$ cat config.mk
export PLATFORM = sky130hd
export DESIGN_NAME = wb_master_arb_flat
export DESIGN_NICKNAME = d
export VERILOG_FILES = /design/src/rtl/wb_master_arb_if.sv /design/src/rtl/wb_master_arb.sv /design/src/flat_wrapper.sv
export SDC_FILE = /design/constraint.sdc
export NUM_CORES = 1
export LEC_CHECK = 0
export BUFFER_PORTS_ARGS = -buffer_cell sky130_fd_sc_hd__clkbuf_2
export CAP_MARGIN = 10
export CORE_AREA = 2 2 113 115
export DETAILED_ROUTE_END_ITERATION = 6
export DIE_AREA = 0 0 115 117
export HOLD_SLACK_MARGIN = 0.05
export PLACE_DENSITY_LB_ADDON = 0.15
export SLEW_MARGIN = 20
export SYNTH_ARGS = -nofsm -noshare
export SYNTH_HDL_FRONTEND = slang
export SYNTH_SLANG_ARGS = --single-unit
$ cat constraint.sdc
create_clock -name clk -period 2.15 [get_ports clk]
set_input_delay 0.43 -clock clk [delete_from_list [all_inputs] [get_ports clk]]
set_output_delay 0.43 -clock clk [all_outputs]
set_load 0.01 [all_outputs]
$ cat src/rtl/wb_master_arb_if.sv
// -----------------------------------------------------------------------------
// wb_master_arb_if
// Bundle of the bus signals around wb_master_arb. It holds the requesting-master
// side (m_*), the shared slave side (s_*) and the arbiter status (grant, busy).
//
// Modports
//   master : the arbiter's view. It takes the master requests and the slave
//            acks/data, and it drives the slave cycle and the master acks.
//   slave  : the environment's view (the masters and slaves around the arbiter).
//
// Signals
//   m_cyc   [N_MASTERS*WB_N] per-master one-hot slave select, master i = [WB_N*i +: WB_N]
//   m_we    [N_MASTERS]      per-master write enable
//   m_addr  [16*N_MASTERS]   per-master address
//   m_wdata [32*N_MASTERS]   per-master write data
//   m_ack   [N_MASTERS]      one-cycle completion pulse to the granted master
//   m_rdata [32]             read data broadcast to all masters
//   s_cyc   [WB_N]           one-hot slave cycle
//   s_we, s_addr, s_wdata    latched request of the granted master
//   s_ack   [WB_N]           per-slave ack
//   s_rdata [32*WB_N]        per-slave read data (zero when not acking)
//   grant   [2]              last or current granted master
//   busy                     high while a transaction is in flight or acking
//   timeout_err              sticky timeout flag (WB_MASTER_ARB_TIMEOUT_EN only)
// -----------------------------------------------------------------------------
interface wb_master_arb_if #(
    parameter int N_MASTERS = 2,
    parameter int WB_N      = 3
);
    logic [N_MASTERS*WB_N-1:0] m_cyc;
    logic [N_MASTERS-1:0]      m_we;
    logic [16*N_MASTERS-1:0]   m_addr;
    logic [32*N_MASTERS-1:0]   m_wdata;
    logic [N_MASTERS-1:0]      m_ack;
    logic [31:0]               m_rdata;
    logic [WB_N-1:0]           s_cyc;
    logic                      s_we;
    logic [15:0]               s_addr;
    logic [31:0]               s_wdata;
    logic [WB_N-1:0]           s_ack;
    logic [32*WB_N-1:0]        s_rdata;
    logic [1:0]                grant;
    logic                      busy;
`ifdef WB_MASTER_ARB_TIMEOUT_EN
    logic                      timeout_err;

    modport master (
        input  m_cyc, m_we, m_addr, m_wdata, s_ack, s_rdata,
        output m_ack, m_rdata, s_cyc, s_we, s_addr, s_wdata, grant, busy, timeout_err
    );

    modport slave (
        output m_cyc, m_we, m_addr, m_wdata, s_ack, s_rdata,
        input  m_ack, m_rdata, s_cyc, s_we, s_addr, s_wdata, grant, busy, timeout_err
    );
`else
    modport master (
        input  m_cyc, m_we, m_addr, m_wdata, s_ack, s_rdata,
        output m_ack, m_rdata, s_cyc, s_we, s_addr, s_wdata, grant, busy
    );

    modport slave (
        output m_cyc, m_we, m_addr, m_wdata, s_ack, s_rdata,
        input  m_ack, m_rdata, s_cyc, s_we, s_addr, s_wdata, grant, busy
    );
`endif
endinterface

$ cat src/rtl/wb_master_arb.sv
// -----------------------------------------------------------------------------
// wb_master_arb
// Round-robin arbiter that lets N_MASTERS Wishbone-style masters share one
// multi-slave bus. Only one transaction is in flight at a time, and every
// output is registered.
//
// Transaction flow: IDLE (arbitrate and latch the request) -> BUSY (wait for an
// ack from the selected slave) -> ACK (one-cycle m_ack pulse) -> IDLE.
// A transaction needs at least 3 cycles when the slave acks in one cycle.
//
// Ports
//   clk    : system clock
//   rst_n  : asynchronous active-low reset
//   bus    : wb_master_arb_if.master (see the interface for the signal list)
//
// Parameters
//   N_MASTERS      : number of requesting masters (1..4)
//   WB_N           : number of slaves (width of the one-hot cyc/ack vectors)
//   TIMEOUT_CYCLES : BUSY cycles without an ack before a forced ack (1..255)
//
// Optional feature, macro WB_MASTER_ARB_TIMEOUT_EN:
//   When the macro is defined, an 8-bit counter ends a BUSY phase that gets no
//   ack after TIMEOUT_CYCLES cycles. The master then receives m_rdata =
//   32'hDEADBEEF and the sticky flag bus.timeout_err is set.
//   When the macro is undefined, BUSY waits for an ack indefinitely.
// -----------------------------------------------------------------------------
module wb_master_arb #(
    parameter int N_MASTERS      = 2,
    parameter int WB_N           = 3,
    parameter int TIMEOUT_CYCLES = 255
) (
    input  logic              clk,
    input  logic              rst_n,
    wb_master_arb_if.master   bus
);

    if (N_MASTERS < 1 || N_MASTERS > 4) begin : g_bad_n_masters
        $error("wb_master_arb: N_MASTERS must be in 1..4");
    end
    if (WB_N < 1) begin : g_bad_wb_n
        $error("wb_master_arb: WB_N must be at least 1");
    end
    if (TIMEOUT_CYCLES < 1 || TIMEOUT_CYCLES > 255) begin : g_bad_timeout
        $error("wb_master_arb: TIMEOUT_CYCLES must be in 1..255");
    end

    // After reset, grant points at the last master, so the round-robin search
    // starts at master 0.
    localparam logic [1:0] GRANT_RST = 2'(N_MASTERS - 1);

    typedef enum logic [1:0] {
        ST_IDLE = 2'd0,
        ST_BUSY = 2'd1,
        ST_ACK  = 2'd2
    } state_t;

    state_t               r_state;
    logic [WB_N-1:0]      r_s_cyc;
    logic                 r_s_we;
    logic [15:0]          r_s_addr;
    logic [31:0]          r_s_wdata;
    logic [N_MASTERS-1:0] r_m_ack;
    logic [31:0]          r_m_rdata;
    logic [1:0]           r_grant;
    logic                 r_busy;

    state_t               w_state_nxt;
    logic [WB_N-1:0]      w_s_cyc_nxt;
    logic                 w_s_we_nxt;
    logic [15:0]          w_s_addr_nxt;
    logic [31:0]          w_s_wdata_nxt;
    logic [N_MASTERS-1:0] w_m_ack_nxt;
    logic [31:0]          w_m_rdata_nxt;
    logic [1:0]           w_grant_nxt;

    logic [N_MASTERS-1:0] w_req;
    logic                 w_found;
    logic [1:0]           w_winner;
    logic [WB_N-1:0]      w_win_cyc;
    logic                 w_win_we;
    logic [15:0]          w_win_addr;
    logic [31:0]          w_win_wdata;
    logic [N_MASTERS-1:0] w_ack_vec;
    logic [31:0]          w_rdata_or;
    logic                 w_slave_ack;

`ifdef WB_MASTER_ARB_TIMEOUT_EN
    localparam logic [7:0] TO_LIMIT = 8'(TIMEOUT_CYCLES);

    logic [7:0]           r_tcnt;
    logic                 r_timeout_err;
    logic [7:0]           w_tcnt_nxt;
    logic [7:0]           w_tcnt_inc;
    logic                 w_timeout_err_nxt;

    assign w_tcnt_inc = r_tcnt + 8'd1;
`endif

    // A master requests when any of its slave-select bits is set.
    always_comb begin
        w_req = '0;
        for (int i = 0; i < N_MASTERS; i++) begin
            w_req[i] = |bus.m_cyc[WB_N*i +: WB_N];
        end
    end

    // Round-robin search. Master (grant+1) mod N has the highest priority and
    // the search wraps. If nobody requests, w_winner keeps the old grant.
    always_comb begin
        w_found  = 1'b0;
        w_winner = r_grant;
        for (int k = 1; k <= N_MASTERS; k++) begin
            for (int i = 0; i < N_MASTERS; i++) begin
                if (!w_found && w_req[i] &&
                    (((int'(r_grant) + k) % N_MASTERS) == i)) begin
                    w_found  = 1'b1;
                    w_winner = 2'(i);
                end
            end
        end
    end

    // Select the request fields of the winning master.
    always_comb begin
        w_win_cyc   = '0;
        w_win_we    = 1'b0;
        w_win_addr  = '0;
        w_win_wdata = '0;
        for (int i = 0; i < N_MASTERS; i++) begin
            if (w_winner == 2'(i)) begin
                w_win_cyc   = bus.m_cyc[WB_N*i +: WB_N];
                w_win_we    = bus.m_we[i];
                w_win_addr  = bus.m_addr[16*i +: 16];
                w_win_wdata = bus.m_wdata[32*i +: 32];
            end
        end
    end

    // Slaves drive zero when they do not ack, so an OR of all lanes gives the
    // data of the acking slave.
    always_comb begin
        w_rdata_or = '0;
        for (int j = 0; j < WB_N; j++) begin
            w_rdata_or = w_rdata_or | bus.s_rdata[32*j +: 32];
        end
    end

    always_comb begin
        w_ack_vec = '0;
        for (int i = 0; i < N_MASTERS; i++) begin
            w_ack_vec[i] = (r_grant == 2'(i));
        end
    end

    // Acks from slaves that are not selected are ignored.
    assign w_slave_ack = |(bus.s_ack & r_s_cyc);

    // Next-state and next-output logic.
    always_comb begin
        w_state_nxt   = r_state;
        w_s_cyc_nxt   = r_s_cyc;
        w_s_we_nxt    = r_s_we;
        w_s_addr_nxt  = r_s_addr;
        w_s_wdata_nxt = r_s_wdata;
        w_m_ack_nxt   = '0;
        w_m_rdata_nxt = r_m_rdata;
        w_grant_nxt   = r_grant;
`ifdef WB_MASTER_ARB_TIMEOUT_EN
        w_tcnt_nxt        = r_tcnt;
        w_timeout_err_nxt = r_timeout_err;
`endif

        case (r_state)
            ST_IDLE: begin
                if (w_found) begin
                    w_state_nxt   = ST_BUSY;
                    w_grant_nxt   = w_winner;
                    w_s_cyc_nxt   = w_win_cyc;
                    w_s_we_nxt    = w_win_we;
                    w_s_addr_nxt  = w_win_addr;
                    w_s_wdata_nxt = w_win_wdata;
`ifdef WB_MASTER_ARB_TIMEOUT_EN
                    w_tcnt_nxt    = '0;
`endif
                end
            end

            // Master inputs are not looked at here. The slave side keeps the
            // latched request until the selected slave acks.
            ST_BUSY: begin
                if (w_slave_ack) begin
                    w_state_nxt   = ST_ACK;
                    w_s_cyc_nxt   = '0;
                    w_m_ack_nxt   = w_ack_vec;
                    w_m_rdata_nxt = w_rdata_or;
                end
`ifdef WB_MASTER_ARB_TIMEOUT_EN
                // A real ack in the same cycle takes priority (branch above).
                else if (w_tcnt_inc == TO_LIMIT) begin
                    w_state_nxt       = ST_ACK;
                    w_s_cyc_nxt       = '0;
                    w_m_ack_nxt       = w_ack_vec;
                    w_m_rdata_nxt     = 32'hDEAD_BEEF;
                    w_timeout_err_nxt = 1'b1;
                    w_tcnt_nxt        = w_tcnt_inc;
                end else begin
                    w_tcnt_nxt = w_tcnt_inc;
                end
`endif
            end

            // No arbitration in this state. The acked master drops its request
            // on the edge that samples m_ack, so it cannot be granted again by
            // mistake.
            ST_ACK: begin
                w_state_nxt = ST_IDLE;
            end

            default: begin
                w_state_nxt = ST_IDLE;
                w_s_cyc_nxt = '0;
            end
        endcase
    end

    always_ff @(posedge clk or negedge rst_n) begin
        if (!rst_n) begin
            r_state   <= ST_IDLE;
            r_s_cyc   <= '0;
            r_s_we    <= 1'b0;
            r_s_addr  <= '0;
            r_s_wdata <= '0;
            r_m_ack   <= '0;
            r_m_rdata <= '0;
            r_grant   <= GRANT_RST;
            r_busy    <= 1'b0;
        end else begin
            r_state   <= w_state_nxt;
            r_s_cyc   <= w_s_cyc_nxt;
            r_s_we    <= w_s_we_nxt;
            r_s_addr  <= w_s_addr_nxt;
            r_s_wdata <= w_s_wdata_nxt;
            r_m_ack   <= w_m_ack_nxt;
            r_m_rdata <= w_m_rdata_nxt;
            r_grant   <= w_grant_nxt;
            r_busy    <= (w_state_nxt != ST_IDLE);
        end
    end

`ifdef WB_MASTER_ARB_TIMEOUT_EN
    always_ff @(posedge clk or negedge rst_n) begin
        if (!rst_n) begin
            r_tcnt        <= '0;
            r_timeout_err <= 1'b0;
        end else begin
            r_tcnt        <= w_tcnt_nxt;
            r_timeout_err <= w_timeout_err_nxt;
        end
    end

    assign bus.timeout_err = r_timeout_err;
`endif

    assign bus.s_cyc   = r_s_cyc;
    assign bus.s_we    = r_s_we;
    assign bus.s_addr  = r_s_addr;
    assign bus.s_wdata = r_s_wdata;
    assign bus.m_ack   = r_m_ack;
    assign bus.m_rdata = r_m_rdata;
    assign bus.grant   = r_grant;
    assign bus.busy    = r_busy;

endmodule

$ cat src/flat_wrapper.sv
// flat-port wrapper written by rule: the top's interface ports become plain ports
module wb_master_arb_flat 
#(
    parameter int N_MASTERS      = 2,
    parameter int WB_N           = 3,
    parameter int TIMEOUT_CYCLES = 255
)
  (clk, rst_n, bus_m_cyc, bus_m_we, bus_m_addr, bus_m_wdata, bus_s_ack, bus_s_rdata, bus_m_ack, bus_m_rdata, bus_s_cyc, bus_s_we, bus_s_addr, bus_s_wdata, bus_grant, bus_busy);
  wb_master_arb_if #(.N_MASTERS(N_MASTERS), .WB_N(WB_N)) bus_i ();
  input  logic clk;
  input  logic rst_n;
  input wire logic [$bits(bus_i.m_cyc)-1:0] bus_m_cyc;
  input wire logic [$bits(bus_i.m_we)-1:0] bus_m_we;
  input wire logic [$bits(bus_i.m_addr)-1:0] bus_m_addr;
  input wire logic [$bits(bus_i.m_wdata)-1:0] bus_m_wdata;
  input wire logic [$bits(bus_i.s_ack)-1:0] bus_s_ack;
  input wire logic [$bits(bus_i.s_rdata)-1:0] bus_s_rdata;
  output wire logic [$bits(bus_i.m_ack)-1:0] bus_m_ack;
  output wire logic [$bits(bus_i.m_rdata)-1:0] bus_m_rdata;
  output wire logic [$bits(bus_i.s_cyc)-1:0] bus_s_cyc;
  output wire logic [$bits(bus_i.s_we)-1:0] bus_s_we;
  output wire logic [$bits(bus_i.s_addr)-1:0] bus_s_addr;
  output wire logic [$bits(bus_i.s_wdata)-1:0] bus_s_wdata;
  output wire logic [$bits(bus_i.grant)-1:0] bus_grant;
  output wire logic [$bits(bus_i.busy)-1:0] bus_busy;
  assign bus_i.m_cyc = bus_m_cyc;
  assign bus_i.m_we = bus_m_we;
  assign bus_i.m_addr = bus_m_addr;
  assign bus_i.m_wdata = bus_m_wdata;
  assign bus_i.s_ack = bus_s_ack;
  assign bus_i.s_rdata = bus_s_rdata;
  assign bus_m_ack = bus_i.m_ack;
  assign bus_m_rdata = bus_i.m_rdata;
  assign bus_s_cyc = bus_i.s_cyc;
  assign bus_s_we = bus_i.s_we;
  assign bus_s_addr = bus_i.s_addr;
  assign bus_s_wdata = bus_i.s_wdata;
  assign bus_grant = bus_i.grant;
  assign bus_busy = bus_i.busy;
  wb_master_arb #(.N_MASTERS(N_MASTERS), .WB_N(WB_N), .TIMEOUT_CYCLES(TIMEOUT_CYCLES)) u_core (.clk(clk), .rst_n(rst_n), .bus(bus_i));
endmodule
# Yosys cells after proc, flatten, opt, wreduce, memory -nomap -nowiden
# Index checks and enable logic that the tools add are counted.
[word_totals]
register_bits = 91
in_bits = 205
out_inout_bits = 89
wordCells = 71
[classes]
add_sub_neg = 2
n_eq_ne = 8
mux = 24
bitwise_logic = 6
reduce_logical = 22
[op_table]
columns = ["operator", "n"]
rows = [
  ["$logic_not 32->1", 2],
  ["$mux 32", 2],
  ["$or 32x32->32", 2],
  ["$mux 16", 2],
  ["$mux 2", 8],
  ["$mux 3", 4],
  ["$pmux 3 s3", 1],
  ["$reduce_or 3->1", 3],
  ["$logic_and 1x1->1", 7],
  ["$eq 2x1->1 const B", 3],
  ["$eq 2x2->1 const B", 3],
  ["$logic_not 2->1", 3],
  ["$mux 1", 6],
  ["$ne 2x1->1 const B", 2],
  ["$pmux 2 s2", 1],
  ["$reduce_and 2->1", 2],
  ["$and 3x3->3", 1],
  ["$logic_not 1->1", 3],
  ["$reduce_and 3->1", 1],
  ["$add 1x1->1 const B", 2],
  ["$and 1x1->1 const A", 2],
  ["$reduce_bool 2->1", 1],
  ["$not 1->1", 1],
]

# Depth between registers and ports, before layout
# Gate-level depths: netlist (run 1).
[depth]
ltp_word = 22
ltp_mapped = 7
mapped_depth_nobuf = 4

# Least setup slack after synthesis (run 1)
# OpenSTA, ideal clock, no wires.
[synth_path]
kind = "register to register"
start = "register u_core.r_grant[0], in the netlist u_core.bus.grant[0]"
end = "register u_core.r_s_addr[10], in the netlist u_core.bus.s_addr[10]"
setup_ns = 0.128
arrival_ns = 1.620
required_time_ns = 2.022
slack_ns = 0.402
stages_incl_launch_ff = 8
n_path_buf = 3
period_less_slack_ns = 1.748
cell_sequence = "dfstp_2 buf_2 o31ai_4 a21boi_2 buf_4 buf_4 a22oi_2 a21oi_2"
[synth_via]
elab_chain_len = 20
elab_cells_between_ends = 31
classes_between = "add/sub: 2; eq/ne: 3; mux: 10; bitwise: 2; reduce/logical: 14"
[synth_lines]
columns = ["item", "line", "rtl"]
rows = [
  ["start, declared", "wb_master_arb.sv:64", "logic [1:0] r_grant;"],
  ["start signal, assigned", "wb_master_arb.sv:245", "r_grant <= w_grant_nxt;"],
  ["$add 1x1->1", "wb_master_arb.sv:115", "(((int'(r_grant) + k) % N_MASTERS) == i)) begin"],
  ["$and 1x1->1 (no line)", "-", ""],
  ["$logic_not 32->1", "wb_master_arb.sv:115", ""],
  ["$logic_and 1x1->1", "wb_master_arb.sv:114", "if (!w_found && w_req[i] &&"],
  ["$mux 1", "wb_master_arb.sv:114", ""],
  ["$logic_not 1->1", "wb_master_arb.sv:114", ""],
  ["$logic_and 1x1->1 (2 in series)", "wb_master_arb.sv:114", ""],
  ["$mux 1", "wb_master_arb.sv:114", ""],
  ["$logic_not 1->1", "wb_master_arb.sv:114", ""],
  ["$logic_and 1x1->1 (2 in series)", "wb_master_arb.sv:114", ""],
  ["$mux 1", "wb_master_arb.sv:114", ""],
  ["$logic_not 1->1", "wb_master_arb.sv:114", ""],
  ["$logic_and 1x1->1 (2 in series)", "wb_master_arb.sv:114", ""],
  ["$mux 2", "wb_master_arb.sv:114", ""],
  ["$logic_not 2->1", "wb_master_arb.sv:130", "if (w_winner == 2'(i)) begin"],
  ["$mux 16 (2 in series)", "wb_master_arb.sv:130", ""],
  ["end signal, assigned", "wb_master_arb.sv:241", "r_s_addr <= w_s_addr_nxt;"],
  ["end, declared", "wb_master_arb.sv:60", "logic [15:0] r_s_addr;"],
]
# Several ways; a longest one is shown, not always the timed one.
# A chain may end at the register's enable or synchronous reset.

# Worst setup path after layout (run 1)
[layout_path]
start = "register u_core.r_grant[0], in the netlist u_core.bus.grant[0]"
end = "register u_core.r_s_wdata[6], in the netlist u_core.bus.s_wdata[6]"
[layout_via]
elab_chain_len = 20
elab_cells_between_ends = 31
classes_between = "add/sub: 2; eq/ne: 3; mux: 10; bitwise: 2; reduce/logical: 14"
[layout_lines]
columns = ["item", "line", "rtl"]
rows = [
  ["$add 1x1->1", "wb_master_arb.sv:115", ""],
  ["$and 1x1->1 (no line)", "-", ""],
  ["$logic_not 32->1", "wb_master_arb.sv:115", ""],
  ["$logic_and 1x1->1", "wb_master_arb.sv:114", ""],
  ["$mux 1", "wb_master_arb.sv:114", ""],
  ["$logic_not 1->1", "wb_master_arb.sv:114", ""],
  ["$logic_and 1x1->1 (2 in series)", "wb_master_arb.sv:114", ""],
  ["$mux 1", "wb_master_arb.sv:114", ""],
  ["$logic_not 1->1", "wb_master_arb.sv:114", ""],
  ["$logic_and 1x1->1 (2 in series)", "wb_master_arb.sv:114", ""],
  ["$mux 1", "wb_master_arb.sv:114", ""],
  ["$logic_not 1->1", "wb_master_arb.sv:114", ""],
  ["$logic_and 1x1->1 (2 in series)", "wb_master_arb.sv:114", ""],
  ["$mux 2", "wb_master_arb.sv:114", ""],
  ["$logic_not 2->1", "wb_master_arb.sv:130", ""],
  ["$mux 32 (2 in series)", "wb_master_arb.sv:130", ""],
  ["end signal, assigned", "wb_master_arb.sv:242", "r_s_wdata <= w_s_wdata_nxt;"],
  ["end, declared", "wb_master_arb.sv:61", "logic [31:0] r_s_wdata;"],
]
# Several ways; a longest one is shown, not always the timed one.

==> flow_summary.json, run 1 <==
{
  "leakage_nw": 2.89,
  "min_path_type": "in2async",
  "max_stage_delay_ps": 690,
  "final_cells": 839,
  "drt_iter0_markers": 105,
  "cts_setup_buffers": 0,
  "power_density_mw_per_mm2": 1410,
  "yosysTopAreaCell": "dfrtp_1",
  "cpLargestDelayFamily": "flip-flops",
  "cap_viol_max_count": 0,
  "synth.avg_cell_area_um2": 10.1,
  "core-area_mm2": 0.0123,
  "ir_drop_mv": 0.575,
  "grt_setup_unrepaired": "no",
  "crit_chain": "nand2b_1 > a21boi_4 > buf_4 > a22oi_1 > a21oi_1",
  "ff2ff_setup_slack_ps": 420,
  "synth_top_family_by_area": "compound AO/OA/AOI/OAI gates",
  "slew_violations": 0,
  "cp.arrival_ps": 1990,
  "post-route-drc-count": 0,
  "timing.rr.start": "u_core.bus.grant[0]$_DFFE_PN1P_",
  "cts_resized": 0,
  "core.rowCount": 41,
  "vias_per_cell": 4.80,
  "cts.sinks": 91,
  "wl_met3_um": 1110,
  "status": "completed",
  "postSynthRegisterBits": 91,
  "netlist_area_mm2": 0.00402,
  "gp_congestion": 0.791,
  "timing.final.crit_period_ps": 1730,
  "r2r_cells": 5,
  "diodes": 0,
  "fmax_mhz": 578,
  "die_h_um": 117,
  "cp_slowest_cell": "dfstp_2",
  "final_layout_size_suffix_gt1_share_pct": 50.2,
  "synth_fa_ha_area_share_pct": 0,
  "ctsHoldBuffers": 0,
  "setup_viol": 0,
  "layout_commonest_cell": "clkbuf_2",
  "min_period_over_period_pct": 80.4,
  "synthMuxAreaShare_pct": 0,
  "worst-setup-path-type": "reg2reg",
  "tns_ps": 0,
  "synth_top_area_share_pct": 56.0,
  "cp.required_ps": 2410,
  "cts_buffer_depth": 2,
  "path_buf_inv": 1,
  "dpl.cell_count": 823,
  "wirelength_um": 12100,
  "grt_pass1_wl_um": 17900,
  "cp_max_fo": 17,
  "vias": 4024,
  "r2r_end": "u_core.bus.s_wdata[6]$_DFFE_PN0P_",
  "synth_xor_area_share_pct": 0,
  "synthCells": 398,
  "clock_skew_ps": 6.85,
  "grt_pass1_vias": 3772,
  "tritoncts": "done",
  "max_slew.worst_pin.slew_ps": 534,
  "yosysSeqAreaShare_pct": 56.7,
  "end_kind": "register",
  "path_clk_slew_ps": 60,
  "die_x_um": 115,
  "drt.antenna.violating_nets": 0,
  "antenna_found_initial": 0,
  "post-dp-hpwl_um": 9260,
  "synth_area_leaders": "dfrtp_1, a21oi_1, nor2_1",
  "grtUsageTotal_pct": 17.3,
  "met2WireLength_um": 6080,
  "grt_overflow": 0,
  "wl_met1_um": 4760,
  "drt_pass1_iterations": 4,
  "relSlewSlack_pct": 64.4,
  "top_layer_used": "met4",
  "n_fill_cell": 1223,
  "synthSimpleGateAreaFrac_pct": 13.9,
  "synth.net_count": 603,
  "numCtsBuffers": 9,
  "io_buffers": 293,
  "start_kind": "register",
  "yosysWarnings": 0,
  "start_util_pct": 32.6,
  "finalHoldViolCount": 0,
  "grt_max_degree": 92,
  "die_area_mm2": 0.0135,
  "layout_common_cells": "clkbuf_2, dfrtp_1, nor2_1, a21oi_1, a22oi_1",
  "fin_nets": 889,
  "synth_compound_area_share_pct": 25.7,
  "pin_count": 294,
  "clk_latency_ps": 340,
  "root_buffer": "clkbuf_16",
  "cts_max_level": 3,
  "synth.distinct_cells": 32,
  "wl_per_cell_um": 14.4,
  "synthToLayoutAreaGrowth_pct": 48.8
}
## layout make-up
class,instances,area [um2],area share (%)
clock buffers,14,264,4.41
clock inverters,2,10.0,0.167
multi-input cells,278,1630,27.2
flip-flops and latches,91,2280,38.1
well taps,150,188,3.14
repair buffers,304,1610,27.0
## worst register-to-register path, stage by stage (launching register included)
cell	delay, ps
dfstp_2	690
nand2b_1	150
a21boi_4	210
buf_4	300
a22oi_1	140
a21oi_1	160
## registers in the layout, summed over array words and instances, names as in the netlist
signal / cells
u_core.bus.busy: 1
u_core.bus.grant: 2
u_core.bus.m_ack: 2
u_core.bus.m_rdata: 32
u_core.bus.s_addr: 16
u_core.bus.s_cyc: 3
u_core.bus.s_wdata: 32
u_core.bus.s_we: 1
u_core.r_state: 2
## per-layer routing
layer	global-route usage, %	vias to the layer above
met5	0	-
met4	6.99	0
met3	5.66	11
met2	30.4	181
met1	19.7	1822
li1	-	2010
## logic make-up (layout without fill, tap and decap cells)
kind of cell	Yosys count	in the layout
AOI/OAI and AO/OA	150	150
buffers and inverters	29	320
and+or+nand+nor	128	128
DFF	91	91
## synth_stat cells (all sizes together)
master and n:
a211oi 1, a21boi 1, a21oi 86, a222oi 1, a22oi 50, a2bb2oi 1
buf 22, clkbuf 7, dfrtp 90, dfstp 1, nand2 3, nand2b 2
nor2 84, nor2b 1, nor3 34, nor4 1, nor4b 1, o21ai 1
o22ai 1, o2bb2ai 3, o31a 3, o31ai 2, or2 2
## per-stage QoR
step	hold slack, ps	cell area (um2)	worst slack [ps]	utilization, %	total power (W)
global route	139	5980	317	48.6	0.00911
CTS	146	5980	398	48.6	0.00856
global placement	485	5710	354	46.4	0.00693
floorplan	134	4020	402	-	0.00541
detailed placement	485	5710	300	46.4	0.00705
finish	88.8	5980	421	48.6	0.00841
## worst max path at each step
stage | startpoint | depth (start not counted) | slack, ps | endpoint
2_1_floorplan | u_core.bus.grant[0]$_DFFE_PN1P_ | 7 | 400 | u_core.bus.s_addr[10]$_DFFE_PN0P_
3_3_place_gp | bus_m_cyc[2] | 6 | 350 | u_core.bus.s_wdata[5]$_DFFE_PN0P_
3_5_place_dp | bus_m_cyc[2] | 6 | 300 | u_core.bus.s_wdata[6]$_DFFE_PN0P_
4_1_cts | u_core.bus.grant[0]$_DFFE_PN1P_ | 5 | 400 | u_core.bus.s_wdata[6]$_DFFE_PN0P_
5_1_grt | u_core.bus.grant[0]$_DFFE_PN1P_ | 5 | 320 | u_core.bus.s_wdata[4]$_DFFE_PN0P_
6_report | u_core.bus.grant[0]$_DFFE_PN1P_ | 5 | 420 | u_core.bus.s_wdata[6]$_DFFE_PN0P_
## power breakdown
group	internal, W	total, W	switching [W]	leakage, nW
Combinational	0.00165	0.00395	0.00230	1.78
Clock	0.000844	0.00147	0.000621	0.137
Sequential	0.00254	0.00300	0.000461	0.972
No activity file was read; power rests on OpenSTA's default activity.
==> run 2: changes to the inputs <==
==> constraint.sdc (replaced) <==
create_clock -name clk -period 1.62 [get_ports clk]
set_input_delay 0.324 -clock clk [delete_from_list [all_inputs] [get_ports clk]]
set_output_delay 0.324 -clock clk [all_outputs]
set_load 0.01 [all_outputs]
==> flow_summary.json, run 2 (same netlist as run 1, synthesis figures left out) <==
{
  "cp_slowest_cell": "dfstp_2",
  "start_util_pct": 32.6,
  "cap_viol_max_count": 0,
  "timing.hold.ws_ps": 32.0,
  "grt_overflow": 0,
  "max_stage_delay_ps": 580,
  "post-dp-hpwl_um": 9510,
  "slew_violations": 0,
  "cts.sinks": 91,
  "tritoncts": "done",
  "fmax_mhz": 646,
  "clock_skew_ps": 4.89,
  "setup_viol": 0,
  "wl_per_cell_um": 14.6,
  "cp.required_ps": 1300,
  "post-route-drc-count": 0,
  "ir_drop_mv": 0.734,
  "cp_max_fo": 8,
  "numCtsBuffers": 9,
  "path_buf_inv": 2,
  "path_clk_slew_ps": 60,
  "die_area_mm2": 0.0135,
  "synthToLayoutAreaGrowth_pct": 52.6,
  "pin_count": 294,
  "leakage_nw": 2.95,
  "n_fill_cell": 1203,
  "root_buffer": "clkbuf_16",
  "grtUsageTotal_pct": 17.2,
  "grt_pass1_vias": 3608,
  "crit_chain": "buf_4 > clkbuf_2",
  "final_layout_size_suffix_gt1_share_pct": 51.4,
  "status": "completed",
  "grt_pass1_wl_um": 17800,
  "core-area_mm2": 0.0123,
  "timing.rr.start": "u_core.bus.grant[1]$_DFFE_PN0P_",
  "r2r_cells": 6,
  "worst-setup-path-type": "reg2out",
  "relSlewSlack_pct": 67.5,
  "vias_per_cell": 4.81,
  "drt.antenna.violating_nets": 0,
  "cp.arrival_ps": 1220,
  "cpLargestDelayFamily": "flip-flops",
  "core.rowCount": 41,
  "min_path_type": "in2async",
  "placed_area_mm2": 0.00578,
  "drt_iter0_markers": 212,
  "min_period_over_period_pct": 95.6,
  "fin_nets": 899,
  "power_density_mw_per_mm2": 1890,
  "final_cell_area_mm2": 0.00613,
  "cp_num_cells": 2,
  "wirelength_um": 12400,
  "end_kind": "output pin",
  "r2r_end": "u_core.bus.s_wdata[25]$_DFFE_PN0P_",
  "die_x_um": 115,
  "grt_max_degree": 92,
  "layout_common_cells": "clkbuf_2, dfrtp_1, nor2_1, a21oi_1, a22oi_1",
  "ctsHoldBuffers": 0,
  "vias": 4075,
  "cts_max_level": 3,
  "layout_commonest_cell": "clkbuf_2",
  "max_slew.worst_pin.slew_ps": 487,
  "clk_latency_ps": 330,
  "start_kind": "register",
  "antenna_found_initial": 0,
  "gp_congestion": 0.810,
  "die_h_um": 117,
  "timing.final.crit_period_ps": 1550,
  "ff2ff_setup_slack_ps": 70,
  "io_buffers": 293,
  "finalHoldViolCount": 0,
  "cts_buffer_depth": 2,
  "diodes": 0,
  "drt_pass1_iterations": 4
}
## run 2: cell count changes in the layout (fill, tap and decap cells not counted), sizes merged
cell      before  now
buf           12   21
clkinvlp       0    1
clkbuf       306  307
clkinv         2    0
## run 2: what timing repair did
item | 4_1_cts | 5_1_grt
pin swaps | 0 | 1
setup buffers | 0 | 2
gates resized for setup | 1 | 3
endpoints found under the setup margin | 2 | 15
cloned | 0 | 2
## run 2: final cells by class
| type | count | area, um2 | share of cell area [%] |
|---|---|---|---|
| clock buffer | 14 | 274 | 4.47 |
| multi-input combinational | 278 | 1630 | 26.6 |
| tap | 150 | 188 | 3.06 |
| sequential | 91 | 2280 | 37.2 |
| clock inverter | 1 | 7.51 | 0.122 |
| timing repair buffer | 314 | 1750 | 28.6 |
## run 2: how the worst max path moves through the flow
stage                                               start                                 end  slack, ps
final                     u_core.bus.grant[0]$_DFFE_PN1P_                        bus_grant[0]         70
after global routing      u_core.bus.grant[1]$_DFFE_PN0P_   u_core.bus.s_wdata[7]$_DFFE_PN0P_         -2
after CTS                 u_core.bus.grant[1]$_DFFE_PN0P_  u_core.bus.s_wdata[10]$_DFFE_PN0P_         10
after detailed placement                     bus_m_cyc[2]   u_core.bus.s_wdata[7]$_DFFE_PN0P_        -40
after global placement                       bus_m_cyc[2]   u_core.bus.s_wdata[0]$_DFFE_PN0P_         -9
after floorplan               u_core.r_state[1]$_DFF_PN0_   u_core.bus.s_addr[10]$_DFFE_PN0P_          9
## run 2: metrics by stage
step           setup slack [ps]  cells  utilization, %  total power, W  TNS (ps)
2_1_floorplan              8.77    398               -         0.00722         0
3_3_place_gp              -8.80    829            46.9         0.00941     -14.8
3_5_place_dp              -38.9    829            46.9         0.00954      -211
4_1_cts                    13.0    844            49.2          0.0116         0
5_1_grt                   -1.82    848            49.8          0.0125     -1.82
6_report                   71.3    848            49.8          0.0116         0
## run 2: layer usage
| layer | routed length [um] | track usage (%) | up-vias | share of wire (%) |
|---|---|---|---|---|
| met3 | 1200 | 5.87 | 10 | 9.7 |
| met1 | 4790 | 19.5 | 1858 | 39 |
| li1 | - | - | 2029 | - |
| met2 | 6270 | 30.5 | 178 | 51 |
| met4 | 154 | 6.02 | 0 | 1.2 |
| met5 | 0 | 0 | - | 0 |
## run 2: power breakdown
part	switching (W)	internal, W
sequential	0.000605	0.00336
combinational	0.00317	0.00250
clock	0.000818	0.00116
total	0.00459	0.00703
## run 2: worst register-to-register path, cell delays in order (launching register included)
cell,delay (ps)
dfrtp_2,440
or2_2,310
a2bb2oi_4,170
buf_12,140
buf_12,140
a22oi_1,80
a21oi_1,170
==> run 3: changes to the inputs <==
--- a/config.mk
+++ b/config.mk
@@ -7,9 +7,10 @@
 export LEC_CHECK = 0
 export BUFFER_PORTS_ARGS = -buffer_cell sky130_fd_sc_hd__clkbuf_2
 export CAP_MARGIN = 10
-export CORE_AREA = 2 2 113 115
+export CORE_AREA = 2 2 114 116
 export DETAILED_ROUTE_END_ITERATION = 6
-export DIE_AREA = 0 0 115 117
+export DIE_AREA = 0 0 116 118
+export GPL_ROUTABILITY_DRIVEN = 0
 export HOLD_SLACK_MARGIN = 0.05
 export PLACE_DENSITY_LB_ADDON = 0.15
 export SLEW_MARGIN = 20
==> constraint.sdc (replaced) <==
create_clock -name clk -period 1.3 [get_ports clk]
set_input_delay 0.26 -clock clk [delete_from_list [all_inputs] [get_ports clk]]
set_output_delay 0.26 -clock clk [all_outputs]
set_load 0.01 [all_outputs]
==> flow_summary.json, run 3 (same netlist as run 1, synthesis figures left out) <==
{
  "path_clk_slew_ps": 60,
  "numCtsBuffers": 9,
  "timing.final.crit_period_ps": 1580,
  "cts_max_level": 3,
  "vias": 4379,
  "cp.required_ps": 1520,
  "dpl.cell_count": 874,
  "clk_latency_ps": 340,
  "setup_viol": 83,
  "layout_common_cells": "clkbuf_2, dfrtp_1, nor2_1, a22oi_2, a21oi_2",
  "ir_drop_mv": 1.02,
  "pin_count": 294,
  "die_area_mm2": 0.0137,
  "final_layout_size_suffix_gt1_share_pct": 69.5,
  "min_path_type": "in2reg",
  "power_density_mw_per_mm2": 2390,
  "io_buffers": 293,
  "cap_viol_max_count": 0,
  "cp_max_fo": 8,
  "cp_slowest_cell": "dfstp_2",
  "fmax_mhz": 634,
  "die_h_um": 118,
  "finalHoldViolCount": 0,
  "core-area_mm2": 0.0124,
  "placed_area_mm2": 0.00605,
  "grt_setup_unrepaired": "yes",
  "drt.antenna.violating_nets": 0,
  "core.rowCount": 41,
  "p_comb_share_pct": 57.5,
  "path_buf_inv": 2,
  "wirelength_um": 13400,
  "layout_setup_ws_ps": -276,
  "crit_chain": "o31ai_4 > a21boi_4 > buf_6 > buf_16 > a22oi_2 > a21oi_1",
  "final_cell_area_mm2": 0.00732,
  "violations": "negative setup slack",
  "die_x_um": 116,
  "internal_power_w": 0.0104,
  "tritoncts": "done",
  "n_fill_cell": 1071,
  "post-route-drc-count": 0,
  "end_kind": "register",
  "leakage_nw": 3.27,
  "start_kind": "register",
  "grt_max_degree": 42,
  "max_slew.worst_pin.slew_ps": 357,
  "start_util_pct": 32.4,
  "vias_per_cell": 4.80,
  "final_cells": 912,
  "status": "complete, but fails checks",
  "drt_iter0_markers": 126,
  "grt_overflow": 0,
  "diodes": 0,
  "cp.arrival_ps": 1790,
  "drt_pass1_iterations": 4,
  "synthToLayoutAreaGrowth_pct": 82.2,
  "regArea_mm2": 0.00228,
  "post-dp-hpwl_um": 9690,
  "worst-setup-path-type": "reg2reg",
  "cpLargestDelayFamily": "flip-flops",
  "power_frac_clock_pct": 13.2,
  "max_stage_delay_ps": 640,
  "clock_skew_ps": 9.07,
  "wl_per_cell_um": 14.7,
  "cts.sinks": 91,
  "p_seq_share_pct": 29.3,
  "cts_buffer_depth": 2,
  "min_period_over_period_pct": 121,
  "relSlewSlack_pct": 76.1,
  "ff2ff_setup_slack_ps": -280,
  "layout_commonest_cell": "clkbuf_2",
  "root_buffer": "clkbuf_16",
  "fin_nets": 940,
  "p_sw_share_pct": 40.7,
  "p_switching_w": 0.00713,
  "grtUsageTotal_pct": 19.3,
  "antenna_found_initial": 0,
  "multi_input_area_mm2": 0.00230,
  "slew_violations": 0,
  "grt_pass1_vias": 4415,
  "grt_pass1_wl_um": 20600
}
run 3: cell count changes in the layout (fill, tap and decap cells not counted), moves of 18 or more:
cell	before	now
nor2_1	82	51
buf_4	11	29
a22oi_2	11	50
a22oi_1	39	0
a21oi_2	10	48
nor2_4	1	33
a21oi_1	75	36
run 3: final timing paths:
kind,endpoint,cells after the start,startpoint
worst max-delay path,u_core.bus.s_wdata[18]$_DFFE_PN0P_,6,u_core.bus.grant[0]$_DFFE_PN1P_
worst min-delay path,u_core.bus.m_rdata[8]$_DFFE_PN0P_,3,bus_s_rdata[72]
worst max register to register,u_core.bus.s_wdata[18]$_DFFE_PN0P_,6,u_core.bus.grant[0]$_DFFE_PN1P_
worst min register to register,u_core.bus.s_addr[14]$_DFFE_PN0P_,2,u_core.bus.s_addr[14]$_DFFE_PN0P_
max in group asynchronous,u_core.bus.grant[0]$_DFFE_PN1P_,3,rst_n
min in group asynchronous,u_core.bus.s_addr[13]$_DFFE_PN0P_,2,rst_n
run 3: metal layers:
layer,wire [um],GRT usage (%)
met5,0,0
met4,268,7.74
met3,930,4.48
met2,7430,36.4
met1,4790,20.1
run 3: tightest hold or removal path, stage by stage:
cell      delay (ps)
clkbuf_2          70
nor3_1            40
a21oi_2          110
run 3: repair_timing:
action                                  4_1_cts  5_1_grt
endpoints found under the setup margin       86       91
resized for setup                           108       71
cloned                                        8        0
hold buffers                                  1        0
pin swaps                                    29       50
endpoints found under the hold margin        90        0
setup buffers                                 9       10
run 3: per-stage QoR:
step | setup WS [ps] | hold WS, ps | total power, W | utilization (%) | setup TNS, ps
final | -276 | 184 | 0.0175 | 59.0 | -17890
after detailed placement | -291 | 119 | 0.0123 | 48.7 | -15820
after global routing | -328 | 184 | 0.0188 | 59.0 | -22920
after global placement | -241 | 120 | 0.0121 | 48.7 | -13980
after floorplan | -237 | -35.6 | 0.00934 | - | -15990
after CTS | -276 | 171 | 0.0169 | 56.4 | -17210
run 3: layout make-up:
| cell class | count | share of cell area, % |
|---|---|---|
| Clock buffer | 14 | 3.33 |
| Multi-Input combinational cell | 279 | 31.4 |
| Clock inverter | 2 | 0.171 |
| Timing Repair Buffer | 354 | 31.1 |
| Tap cell | 172 | 2.94 |
| Sequential cell | 91 | 31.1 |
run 3: power by group through the flow:
stage          clock, W  combinational [W]  sequential [W]
6_report        0.00231             0.0101         0.00514
4_1_cts         0.00240            0.00940         0.00507
5_1_grt         0.00255             0.0110         0.00530
3_5_place_dp          0            0.00735         0.00496
2_1_floorplan         0            0.00381         0.00552
3_3_place_gp          0            0.00719         0.00490
